**src/rtl/spi_mnrch_pkg.sv**
```systemverilog
// Shared types, state constants and width helpers for the parametrised SPI monarch.
package spi_mnrch_pkg;

    typedef enum logic [1:0] {
        IDLE  = 2'd0,
        FRONT = 2'd1,
        XFER  = 2'd2,
        BACK  = 2'd3
    } state_t;

    // Plain-vector aliases of the enum for the legacy-style state register
    localparam logic [1:0] S_IDLE  = 2'(IDLE);
    localparam logic [1:0] S_FRONT = 2'(FRONT);
    localparam logic [1:0] S_XFER  = 2'(XFER);
    localparam logic [1:0] S_BACK  = 2'(BACK);

    typedef struct packed {
        logic cpol;
        logic cpha;
    } spi_mode_t;

    function automatic int unsigned clog2_min1(input int unsigned n);
        return (n > 1) ? $clog2(n) : 1;
    endfunction

endpackage

```
**src/rtl/spi_mnrch_if.sv**
```systemverilog
// Command-side bus of the SPI monarch (sequencer <-> monarch).
// SPI_MNRCH_LSB_FIRST_EN adds the lsb_first request bit.
interface spi_mnrch_if import spi_mnrch_pkg::*; #(
    parameter int unsigned DATA_W = 16,
    parameter int unsigned NUM_SS = 1
) ();

    localparam int unsigned LEN_W = $clog2(DATA_W);
    localparam int unsigned SEL_W = clog2_min1(NUM_SS);

    logic              wrt;
    logic [DATA_W-1:0] wt_data;
    logic [LEN_W-1:0]  len;
    spi_mode_t         mode;
    logic [SEL_W-1:0]  ss_sel;
`ifdef SPI_MNRCH_LSB_FIRST_EN
    logic              lsb_first;
`endif
    logic [DATA_W-1:0] rd_data;
    logic              busy;
    logic              done;

`ifdef SPI_MNRCH_LSB_FIRST_EN
    modport master (output wrt, wt_data, len, mode, ss_sel, lsb_first,
                    input  rd_data, busy, done);
    modport slave  (input  wrt, wt_data, len, mode, ss_sel, lsb_first,
                    output rd_data, busy, done);
`else
    modport master (output wrt, wt_data, len, mode, ss_sel,
                    input  rd_data, busy, done);
    modport slave  (input  wrt, wt_data, len, mode, ss_sel,
                    output rd_data, busy, done);
`endif

endinterface

```
**src/rtl/spi_sclk_gen.sv**
```systemverilog
// SCLK divider: per-phase counter, sample/shift/porch strobes and the registered SCLK level.
module spi_sclk_gen import spi_mnrch_pkg::*; #(
    parameter int unsigned DIV = 16
) (
    input  logic       clk,
    input  logic       rst,
    input  logic [1:0] state,
    input  logic       last_bit,
    input  spi_mode_t  mode,
    output logic       smpl_c,
    output logic       shft_c,
    output logic       porch_end_c,
    output logic       sclk
);

    localparam int unsigned     CNT_W    = $clog2(DIV);
    localparam logic [CNT_W-1:0] HALF_END = CNT_W'(DIV / 2 - 1);
    localparam logic [CNT_W-1:0] FULL_END = CNT_W'(DIV - 1);

    logic [CNT_W-1:0] cnt;
    logic             in_xfer_c;
    logic             in_porch_c;
    logic             lead_c;

    assign in_xfer_c   = (state == S_XFER);
    assign in_porch_c  = (state == S_FRONT) || (state == S_BACK);
    assign smpl_c      = in_xfer_c && (cnt == HALF_END);
    assign shft_c      = in_xfer_c && (cnt == FULL_END);
    assign porch_end_c = in_porch_c && (cnt == HALF_END);
    // Level of the first half of every bit period
    assign lead_c      = mode.cpha ? ~mode.cpol : mode.cpol;

    // Bit periods wrap naturally because DIV is a power of two
    always_ff @(posedge clk or posedge rst) begin
        if (rst)
            cnt <= '0;
        else if (state == S_IDLE || porch_end_c)
            cnt <= '0;
        else
            cnt <= cnt + CNT_W'(1);
    end

    always_ff @(posedge clk or posedge rst) begin
        if (rst) begin
            sclk <= 1'b0;
        end else begin
            case (state)
                S_XFER: begin
                    if (smpl_c)
                        sclk <= ~lead_c;
                    else if (shft_c)
                        sclk <= last_bit ? mode.cpol : lead_c;
                end
                S_FRONT: sclk <= porch_end_c ? lead_c : mode.cpol;
                default: sclk <= mode.cpol;
            endcase
        end
    end

endmodule

```
**src/rtl/spi_mnrch_param.sv**
```systemverilog
// Parametrised SPI monarch: one frame per accepted wrt, runtime mode/length/serf select.
// SPI_MNRCH_LSB_FIRST_EN enables the per-frame LSB-first option.
module spi_mnrch_param import spi_mnrch_pkg::*; #(
    parameter int unsigned DATA_W = 16,
    parameter int unsigned NUM_SS = 1,
    parameter int unsigned DIV    = 16
) (
    input  logic              clk,
    input  logic              rst,
    spi_mnrch_if.slave        bus,
    input  logic              MISO,
    output logic [NUM_SS-1:0] SS_n,
    output logic              SCLK,
    output logic              MOSI
);

    localparam int unsigned LEN_W = $clog2(DATA_W);

    logic [1:0]        state;
    logic [1:0]        state_d;
    logic [DATA_W-1:0] tx_q;
    logic [DATA_W-1:0] rx_sr;
    logic [LEN_W-1:0]  len_q;
    logic [LEN_W-1:0]  bit_cnt;
    spi_mode_t         mode_q;
    spi_mode_t         mode_d;
    logic              lsb_q;
    logic              lsb_d;
    logic              miso_smpl;
    logic [DATA_W-1:0] rd_q;
    logic              busy_q;
    logic              done_q;

    logic              accept_c;
    logic              last_bit_c;
    logic              smpl_c;
    logic              shft_c;
    logic              porch_end_c;
    logic [LEN_W-1:0]  first_idx_c;
    logic [LEN_W-1:0]  nxt_idx_c;
    logic [NUM_SS-1:0] ss_dec_c;
    logic [DATA_W-1:0] rx_mask_c;
    logic [DATA_W-1:0] rx_rev_c;
    logic [DATA_W-1:0] rx_word_c;

    assign accept_c   = (state == S_IDLE) && bus.wrt;
    assign last_bit_c = (bit_cnt == len_q);
    assign mode_d     = accept_c ? bus.mode : mode_q;

`ifdef SPI_MNRCH_LSB_FIRST_EN
    assign lsb_d = accept_c ? bus.lsb_first : lsb_q;
`else
    assign lsb_d = 1'b0;
`endif

    // Transmit bit index for the first bit and for the bit after the current shift
    assign first_idx_c = lsb_d ? '0 : bus.len;
    assign nxt_idx_c   = lsb_q ? (bit_cnt + LEN_W'(1)) : (len_q - bit_cnt - LEN_W'(1));

    // Out-of-range serf index leaves every select high
    assign ss_dec_c = (32'(bus.ss_sel) < NUM_SS) ? ~(NUM_SS'(1) << bus.ss_sel) : '1;

    // Received word: first bit lands at bit len (MSB-first) or bit 0 (LSB-first)
    assign rx_mask_c = (DATA_W'(2) << len_q) - DATA_W'(1);
    assign rx_rev_c  = {<<{rx_sr}};
    assign rx_word_c = (lsb_q ? (rx_rev_c >> (LEN_W'(DATA_W - 1) - len_q)) : rx_sr) & rx_mask_c;

    spi_sclk_gen #(.DIV(DIV)) u_sclk_gen (
        .clk         (clk),
        .rst         (rst),
        .state       (state),
        .last_bit    (last_bit_c),
        .mode        (mode_d),
        .smpl_c      (smpl_c),
        .shft_c      (shft_c),
        .porch_end_c (porch_end_c),
        .sclk        (SCLK)
    );

    always_ff @(posedge clk or posedge rst) begin
        if (rst)
            state <= S_IDLE;
        else
            state <= state_d;
    end

    always_comb begin
        state_d = state;
        case (state)
            S_IDLE:  if (bus.wrt) state_d = S_FRONT;
            S_FRONT: if (porch_end_c) state_d = S_XFER;
            S_XFER:  if (shft_c && last_bit_c) state_d = S_BACK;
            S_BACK:  if (porch_end_c) state_d = S_IDLE;
            default: state_d = S_IDLE;
        endcase
    end

    // Datapath: latch on acceptance, sample mid-bit, shift at bit end, publish at frame end
    always_ff @(posedge clk or posedge rst) begin
        if (rst) begin
            tx_q      <= '0;
            len_q     <= '0;
            mode_q    <= '0;
            lsb_q     <= 1'b0;
            bit_cnt   <= '0;
            rx_sr     <= '0;
            miso_smpl <= 1'b0;
            SS_n      <= '1;
            MOSI      <= 1'b0;
            rd_q      <= '0;
            busy_q    <= 1'b0;
            done_q    <= 1'b0;
        end else begin
            mode_q <= mode_d;
            lsb_q  <= lsb_d;
            if (accept_c) begin
                tx_q    <= bus.wt_data;
                len_q   <= bus.len;
                bit_cnt <= '0;
                rx_sr   <= '0;
                SS_n    <= ss_dec_c;
                MOSI    <= bus.wt_data[first_idx_c];
                busy_q  <= 1'b1;
                done_q  <= 1'b0;
            end
            if (smpl_c)
                miso_smpl <= MISO;
            if (shft_c) begin
                rx_sr <= {rx_sr[DATA_W-2:0], miso_smpl};
                if (last_bit_c) begin
                    MOSI <= 1'b0;
                end else begin
                    bit_cnt <= bit_cnt + LEN_W'(1);
                    MOSI    <= tx_q[nxt_idx_c];
                end
            end
            if (state == S_BACK && porch_end_c) begin
                rd_q   <= rx_word_c;
                SS_n   <= '1;
                busy_q <= 1'b0;
                done_q <= 1'b1;
            end
        end
    end

    assign bus.rd_data = rd_q;
    assign bus.busy    = busy_q;
    assign bus.done    = done_q;

endmodule

```
**src/flat_wrapper.sv**
```systemverilog
// flat-port wrapper written by rule: the top's interface ports become plain ports
module spi_mnrch_param_flat import spi_mnrch_pkg::*;
#(
    parameter int unsigned DATA_W = 16,
    parameter int unsigned NUM_SS = 1,
    parameter int unsigned DIV    = 16
)
  (clk, rst, MISO, SS_n, SCLK, MOSI, bus_wrt, bus_wt_data, bus_len, bus_mode, bus_ss_sel, bus_rd_data, bus_busy, bus_done);
  spi_mnrch_if #(.DATA_W(DATA_W), .NUM_SS(NUM_SS)) bus_i ();
  input  logic clk;
  input  logic rst;
  input  logic MISO;
  output logic [NUM_SS-1:0] SS_n;
  output logic SCLK;
  output logic MOSI;
  input wire logic [$bits(bus_i.wrt)-1:0] bus_wrt;
  input wire logic [$bits(bus_i.wt_data)-1:0] bus_wt_data;
  input wire logic [$bits(bus_i.len)-1:0] bus_len;
  input wire logic [$bits(bus_i.mode)-1:0] bus_mode;
  input wire logic [$bits(bus_i.ss_sel)-1:0] bus_ss_sel;
  output wire logic [$bits(bus_i.rd_data)-1:0] bus_rd_data;
  output wire logic [$bits(bus_i.busy)-1:0] bus_busy;
  output wire logic [$bits(bus_i.done)-1:0] bus_done;
  assign bus_i.wrt = bus_wrt;
  assign bus_i.wt_data = bus_wt_data;
  assign bus_i.len = bus_len;
  assign bus_i.mode = bus_mode;
  assign bus_i.ss_sel = bus_ss_sel;
  assign bus_rd_data = bus_i.rd_data;
  assign bus_busy = bus_i.busy;
  assign bus_done = bus_i.done;
  spi_mnrch_param #(.DATA_W(DATA_W), .NUM_SS(NUM_SS), .DIV(DIV)) u_core (.clk(clk), .rst(rst), .bus(bus_i), .MISO(MISO), .SS_n(SS_n), .SCLK(SCLK), .MOSI(MOSI));
endmodule
```
**config.mk**
```make
export PLATFORM = sky130hd
export DESIGN_NAME = spi_mnrch_param_flat
export DESIGN_NICKNAME = d
export VERILOG_FILES = /design/src/rtl/spi_mnrch_pkg.sv /design/src/rtl/spi_mnrch_if.sv /design/src/rtl/spi_sclk_gen.sv /design/src/rtl/spi_mnrch_param.sv /design/src/flat_wrapper.sv
export SDC_FILE = /design/constraint.sdc
export NUM_CORES = 1
export LEC_CHECK = 0
export ABC_AREA = 1
export ABC_CLOCK_PERIOD_IN_PS = 5000
export BUFFER_PORTS_ARGS = -buffer_cell sky130_fd_sc_hd__buf_2
export CORE_UTILIZATION = 62
export CTS_BUF_LIST = sky130_fd_sc_hd__clkbuf_8 sky130_fd_sc_hd__clkbuf_16
export CTS_CLUSTER_DIAMETER = 60
export DETAILED_ROUTE_END_ITERATION = 6
export PLACE_DENSITY = 0.85
export SYNTH_ARGS = -nofsm -noshare
export SYNTH_HDL_FRONTEND = slang
export SYNTH_SLANG_ARGS = --single-unit
```
**constraint.sdc**
```tcl
create_clock -name clk -period 5 [get_ports clk]
set_input_delay 1 -clock clk [delete_from_list [all_inputs] [get_ports clk]]
set_output_delay 1 -clock clk [all_outputs]
set_load 0.02 [all_outputs]
```
==> results of run 1 <==
-- area by class of cell --
type	instances	area, sq um	share of cell area (%)
Inverter	54	202.7	4.894
Clock buffer	9	123.9	2.991
Tap cell	72	90.09	2.175
Sequential cell	70	1753	42.33
Multi-Input combinational cell	325	1639	39.58
Timing Repair Buffer	48	242.7	5.861
Clock inverter	7	90.09	2.175
-- worst max-delay path, delay by kind of cell, from the launching register on --
| kind | cells | cell delay, ns |
|---|---|---|
| AO/OA/AOI/OAI | 1 | 0.12 |
| adder cells (fa/ha/maj) | 1 | 0.29 |
| buffers and inverters | 3 | 0.74 |
| flip-flops | 1 | 0.44 |
| AND/OR/NAND/NOR | 2 | 0.49 |
-- report_power, final --
part           internal (mW)  switching [mW]
clock network          0.278           0.218
logic                  0.354           0.664
registers              0.738           0.137
-- routing by layer --
layer | up-vias | part of all wire [%]
li1 | 1588 | -
met1 | 1510 | 43
met2 | 113 | 50
met3 | 18 | 4.7
met4 | 0 | 2.5
met5 | - | 0
-- stage by stage --
| step | hold WS [ns] | total power, mW | utilization, % | std cells | setup slack (ns) |
|---|---|---|---|---|---|
| floorplan | 0.4331 | 1.650 | - | 462 | 2.233 |
| global placement | 0.4563 | 1.821 | 70.04 | 569 | 2.571 |
| detailed placement | 0.4574 | 1.867 | 70.04 | 569 | 2.482 |
| CTS | 0.4819 | 2.377 | 73.85 | 585 | 2.775 |
| global route | 0.4989 | 2.577 | 73.85 | 585 | 2.530 |
| finish | 0.4793 | 2.389 | 73.85 | 585 | 2.767 |
-- sequential cells by signal, summed over array words and instances (netlist names), 2 cells and up --
register / cells
u_core.state: 2
u_core.len_q: 4
u_core.bus.rd_data: 16
u_core.bit_cnt: 4
u_core.rx_sr: 16
u_core.u_sclk_gen.cnt: 4
u_core.mode_q: 2
u_core.tx_q: 16
-- synth_stat cells, drive strengths merged, types with 4 or more instances --
master,number,area [sq um]
a21oi,4,23.77
dfrtp,69,1727
xor2,4,35.03
ha,11,137.6
o31ai,6,55.05
nand3,52,260.3
nor2,25,116.4
buf,12,83.82
inv,54,202.7
nand2,165,639.4
o22ai,19,118.9
o21ai,28,143.9
-- worst max-delay path by stage --
stage | start | to | cells after the start
after floorplan | rst | u_core.MOSI | 1
after global placement | bus_wrt | u_core.MOSI | 7
after detailed placement | bus_wrt | u_core.bit_cnt[3] | 6
after CTS | u_core.state[0] | u_core.rx_sr[2] | 7
after global routing | u_core.state[0] | u_core.bit_cnt[3] | 7
final | u_core.state[0] | u_core.rx_sr[2] | 7
-- logic make-up (layout without fill, tap and decap cells) --
family	after synthesis	in the layout	share of synthesized area, %
and+or+nand+nor	246	246	28.20
DFF	70	70	47.60
buffers and inverters	67	118	7.883
AOI/OAI and AO/OA	61	61	10.60
adders and majority gates	12	12	4.281
xor gates and xnor gates	6	6	1.427
==> metrics.md, run 1 <==
| Metric | Value |
|---|---|
| Clock transition at path regs | 0.08 ns |
| GR peak layer | met2 |
| GRT met3 Usage | around 4.3% |
| Starting Density | between 60 and 70% |
| Setup violations, final | 0 |
| Gr usage total | between 20% and 30% |
| Hold Path Sink | u_core.bus.rd_data[14] |
| Via density | about 5.5 |
| Reg2reg start | u_core.state[0] |
| Final Skew | roughly 0.0086 ns |
| Syn_nets | roughly 500 |
| CP peak stage delay | between 0.4 and 0.5 ns |
| Largest net degree at the start of global routing | 42 |
| Pwr per Cell Area | 576.9 mW/mm^2 |
| Hold_sp | u_core.bus.rd_data[14] |
| Max-cap viol count | 0 |
| Hold Crit Class | flip-flop to flip-flop |
| Dpl hpwl | 5638 microns |
| CTS Hold Buffers Added | 0 |
| Critical Path RT | ~5.2 ns |
| Syn Inst Count | 462 |
| CP max FO | 33 |
| Max Freq | roughly 450 MHz |
| Number of global-route vias before repair | roughly 3,100 |
| Post-route design area | ~0.0041 sq mm |
| Fin crit share | 44.67% |
| Crit path cell chain | inv_1 -> ha_1 -> nand2_2 -> inv_2 -> nor2_2 -> inv_2 -> o22ai_1 |
| Global-route wire length before repair | about 14,000 microns |
| Worst IR Drop VDD | between 0.0003 and 0.0004 V |
| Synth unique cells | 31 |
| Clk sink count | 70 |
| Sequential fraction of the synthesis area | between 40% and 50% |
| Initial antenna violation count | 0 |
| Prevailing post-synth register cell | dfrtp_1 |
| # rows | 27 |
| Hold depth | 2 |
| Clock Latency Late Sink | about 0.35 ns |
| CP most frequent cell | inv_2 |
| Area grow syn2layout | 12.47% |
| Port Buffers | 47 |
| Routed wire per std cell | 13.58 microns |
| Yosys warns | 0 |
| Nets | 547 |
| Crit path DAT | 2.44 ns |
| Worst-margin pin slew | a little under 0.7 ns |
| Met1 Track Usage GR | about 36% |
| Post-synth EDFFs | 0 |
| #FFs+latches synth | 70 |
| CP endpoint kind | flip-flop |
| Setup Total Neg Slack | 0 ns |
| CTS tree | built |
| RSZ-0062 raised after global routing | no |
| Crit Path Class | flip-flop to flip-flop |
| Total grt overflow | 0 |
| CTS Buffer Depth | 2 |
| Leak Pwr | approximately 2.2 nW |
| Slowest CP cell | dfrtp_1 |
| Die ar. | 0.006251 sq mm |
| Async SR Flop Fraction | between 90% and 100% |
| Layout cells sized above 1 | 18.13% |
| DRT iter0 DRCs | roughly 200 |
| Die Width | slightly below 80 microns |
| Worst reg2reg setup slack | ~2.8 ns |
| Core area | around 0.0056 sq mm |
| CTS H-tree depth | 3 |
| Clock root cell | clkbuf_8 |
| Post-CTS Resized | 0 |
| Reg2Reg Depth | 7 |
| CTS buffer count | 9 |
| Io pins | 48 |
| Post-CTS setup buffer count | 0 |
| Routed vias | approximately 3,200 |
| Commonest non-fill, non-tap cells in the layout | 157 x nand2_1, 69 x dfrtp_1, 52 x nand3_1 |
| Met2 usage in global routing | between 40 and 50% |
| Status | finished, final reports clean |
| WL final | between 7000 and 8000 microns |
| Slew HR | 54.90% |
| DR pass1 iterations | 5 |
| Chip Height | roughly 79 microns |
| Final hold violations | 0 |
| Synth Area per Inst | approximately 8 sq um |
| Filler instances | 448 |
| Dpl cell area | around 0.0039 sq mm |
| Final GP Congestion | between 0.9 and 1 |
| Max-slew violations | 0 |
| Commonest non-fill, non-tap cell in the layout | nand2_1 |
| Final min period | 2.233 ns |
| # DRC | 0 |
| Crit Reg-Reg Endpoint | u_core.rx_sr[2] |
| Antenna violation net count after detailed routing | 0 |
| ANT cells | 0 |
| Mapped Area | ~0.0037 sq mm |
| Startpoint types | flip-flop |
Note: power is estimated with default switching activity, not from simulation.
==> run 2, diff against run 1 <==
--- a/config.mk
+++ b/config.mk
@@ -6,13 +6,13 @@
 export NUM_CORES = 1
 export LEC_CHECK = 0
 export ABC_AREA = 1
-export ABC_CLOCK_PERIOD_IN_PS = 5000
+export ABC_CLOCK_PERIOD_IN_PS = 2300
 export BUFFER_PORTS_ARGS = -buffer_cell sky130_fd_sc_hd__buf_2
-export CORE_UTILIZATION = 62
+export CORE_UTILIZATION = 58
 export CTS_BUF_LIST = sky130_fd_sc_hd__clkbuf_8 sky130_fd_sc_hd__clkbuf_16
 export CTS_CLUSTER_DIAMETER = 60
 export DETAILED_ROUTE_END_ITERATION = 6
-export PLACE_DENSITY = 0.85
+export PLACE_DENSITY = 0.8
 export SYNTH_ARGS = -nofsm -noshare
 export SYNTH_HDL_FRONTEND = slang
 export SYNTH_SLANG_ARGS = --single-unit
==> constraint.sdc (replaced) <==
create_clock -name clk -period 2.3 [get_ports clk]
set_input_delay 0.46 -clock clk [delete_from_list [all_inputs] [get_ports clk]]
set_output_delay 0.46 -clock clk [all_outputs]
set_load 0.02 [all_outputs]
==> run 2 against run 1 <==
Compared with the run above: sequential share of layout area fell by 0.69 points; register-to-register slack got worse by 2.5 ns; clock skew fell by 0.00063 ns; combinational power rose by 120%; critical path type unchanged; critical endpoint is now u_core.bit_cnt[3]; largest power group unchanged; highest routed layer unchanged.
==> metrics.md, run 2 (synthesis gave the netlist of run 1 again) <==
| Metric | Value |
|---|---|
| Leak Pwr | between 2 and 2.5 nW |
| Worst IR Drop VDD | slightly below 0.0007 V |
| Commonest non-fill, non-tap cells in the layout | 157 x nand2_1, 69 x dfrtp_1, 52 x nand3_1 |
| Clock power frac | a little over a fifth |
| Final GP Congestion | about 0.92 |
| Antenna violation net count after detailed routing | 0 |
| Internal | just over 3 mW |
| Status | finished, final reports clean |
| Final min period | between 2 and 2.5 ns |
| CP Capture Point | u_core.bit_cnt[3] |
| CP endpoint kind | flip-flop |
| Post-place setup slack | between 0.3 and 0.4 ns |
| Initial antenna violation count | 0 |
| Routed vias | ~3,200 |
| CP most frequent cell | inv_1 |
| Die Width | slightly above 80 microns |
| Chip Height | 81.68 microns |
| Min Hold Slack | 0.05965 ns |
| Global-route wire length before repair | approximately 14,000 microns |
| Gr usage total | between 20% and 30% |
| Max-cap viol count | 0 |
| Clk sink count | 70 |
| Starting Density | 61.11% |
| Nets | between 500 and 600 |
| Commonest non-fill, non-tap cell in the layout | nand2_1 |
| Final hold violations | 0 |
| Port Buffers | 47 |
| Startpoint types | flip-flop |
| CP peak stage delay | 0.43 ns |
| Reg2Reg Depth | 7 |
| CTS Hold Buffers Added | 0 |
| Hold Crit Class | input pin to async pin |
| RSZ-0062 raised after global routing | no |
| Clock transition at path regs | roughly 0.080 ns |
| Core area | between 0.006 and 0.007 sq mm |
| Crit Path Class | flip-flop to flip-flop |
| CTS tree | built |
| Crit path DAT | around 2.3 ns |
| CTS Buffer Depth | 2 |
| Die ar. | about 0.0067 sq mm |
| Largest net degree at the start of global routing | 33 |
| Fin crit share | 88.42% |
| NetSw | ~2.2 mW |
| Placed cell count | between 500 and 600 |
| ANT cells | 0 |
| Critical Path RT | 2.56 ns |
| Setup Total Neg Slack | 0 ns |
| Setup violations, final | 0 |
| Post-CTS setup buffer count | 0 |
| Min setup slack post-route | 0.2664 ns |
| Crit Reg-Reg Endpoint | u_core.bit_cnt[3] |
| Crit path cell chain | inv_1 -> ha_1 -> nand2_1 -> inv_1 -> nor2_2 -> inv_2 -> o21ai_0 |
| Dpl hpwl | 5862 microns |
| # rows | 28 |
| CP max FO | 17 |
| Via density | around 5.4 |
| Clock root cell | clkbuf_8 |
| Number of global-route vias before repair | 3,029 |
| GRT met3 Usage | 5.333% |
| Share of power burned in registers | between 30% and 40% |
| Worst reg2reg setup slack | between 0.2 and 0.3 ns |
| Post-route design area | approximately 0.0042 sq mm |
| Dpl cell area | roughly 0.0040 sq mm |
| Combinational Power Share | between 40% and 50% |
| Pwr per Cell Area | about 1200 mW/mm^2 |
| Reg2reg start | u_core.state[0] |
| Met1 Track Usage GR | a little over a third |
| Slowest CP cell | dfrtp_1 |
| Total grt overflow | 0 |
| CTS H-tree depth | 3 |
| Io pins | 48 |
| Layout cells sized above 1 | 19.27% |
| Slew HR | about two thirds |
| # DRC | 0 |
| Routed wire per std cell | roughly 13 microns |
| Crit. Startpoint | u_core.state[0] |
| Clock Latency Late Sink | approximately 0.35 ns |
| WL final | slightly below 8000 microns |
| Filler instances | between 400 and 500 |
| GR peak layer | met2 |
| Max-slew violations | 0 |
| Area grow syn2layout | 14.34% |
| DRT iter0 DRCs | 140 |
| Max Freq | between 400 and 500 MHz |
| Final Skew | roughly 0.008 ns |
| Non-filler instance count after layout | slightly below 600 |
| Switching share of power | a little over two fifths |
| Met2 usage in global routing | between 40% and 50% |
| DR pass1 iterations | 5 |
| Post-CTS Resized | 0 |
| CTS buffer count | 9 |
| Worst-margin pin slew | ~0.51 ns |
[run 2: metal layers]
layer / wire length [microns] / vias to the layer above / part of all wire (%)
met4: 126 / 0 / 1.6
met1: 3607 / 1489 / 45
met3: 413 / 15 / 5.2
li1: - / 1606 / -
met5: 0 / - / 0
met2: 3804 / 99 / 48
[run 2: area by class of cell]
class / instances / area, sq um / share of cell area [%]
Sequential cell: 70 / 1753 / 41.63
Tap cell: 75 / 93.84 / 2.229
Clock buffer: 9 / 123.9 / 2.942
Multi-Input combinational cell: 325 / 1639 / 38.93
Inverter: 54 / 202.7 / 4.814
Clock inverter: 7 / 97.59 / 2.318
Timing Repair Buffer: 54 / 300.3 / 7.132
[run 2: worst max-delay path: cells and delay by family, from the launching register on]
family / cells / cell delay [ns]
flip-flops: 1 / 0.43
AND/OR/NAND/NOR: 2 / 0.57
AO/OA/AOI/OAI: 1 / 0.23
adder cells (fa/ha/maj): 1 / 0.29
buffers and inverters: 3 / 0.42
[run 2: metrics by stage]
stage / utilization, % / power [mW]
after CTS: 69.87 / 5.231
after floorplan: - / 3.587
after global placement: 66.20 / 4.036
final: 69.87 / 5.219
after global routing: 69.87 / 5.670
after detailed placement: 66.20 / 4.118
[run 2: power groups by stage]
stage	combinational [mW]	sequential, mW	clock (mW)
finish	2.22	1.89	1.10
global route	2.55	1.94	1.18
CTS	2.22	1.89	1.12
detailed placement	2.21	1.91	0
global placement	2.14	1.89	0
floorplan	1.71	1.88	0
[run 2: worst min-delay path by stage]
stage | start | endpoint | slack, ns
after floorplan | u_core.u_sclk_gen.cnt[0] | u_core.u_sclk_gen.cnt[0] | 0.43
after detailed placement | rst | u_core.bus.rd_data[15] | 0.44
after global placement | rst | u_core.bus.rd_data[12] | 0.44
after global routing | rst | u_core.bus.rd_data[3] | 0.07
after CTS | rst | u_core.bus.rd_data[15] | 0.06
final | rst | u_core.bus.rd_data[15] | 0.06
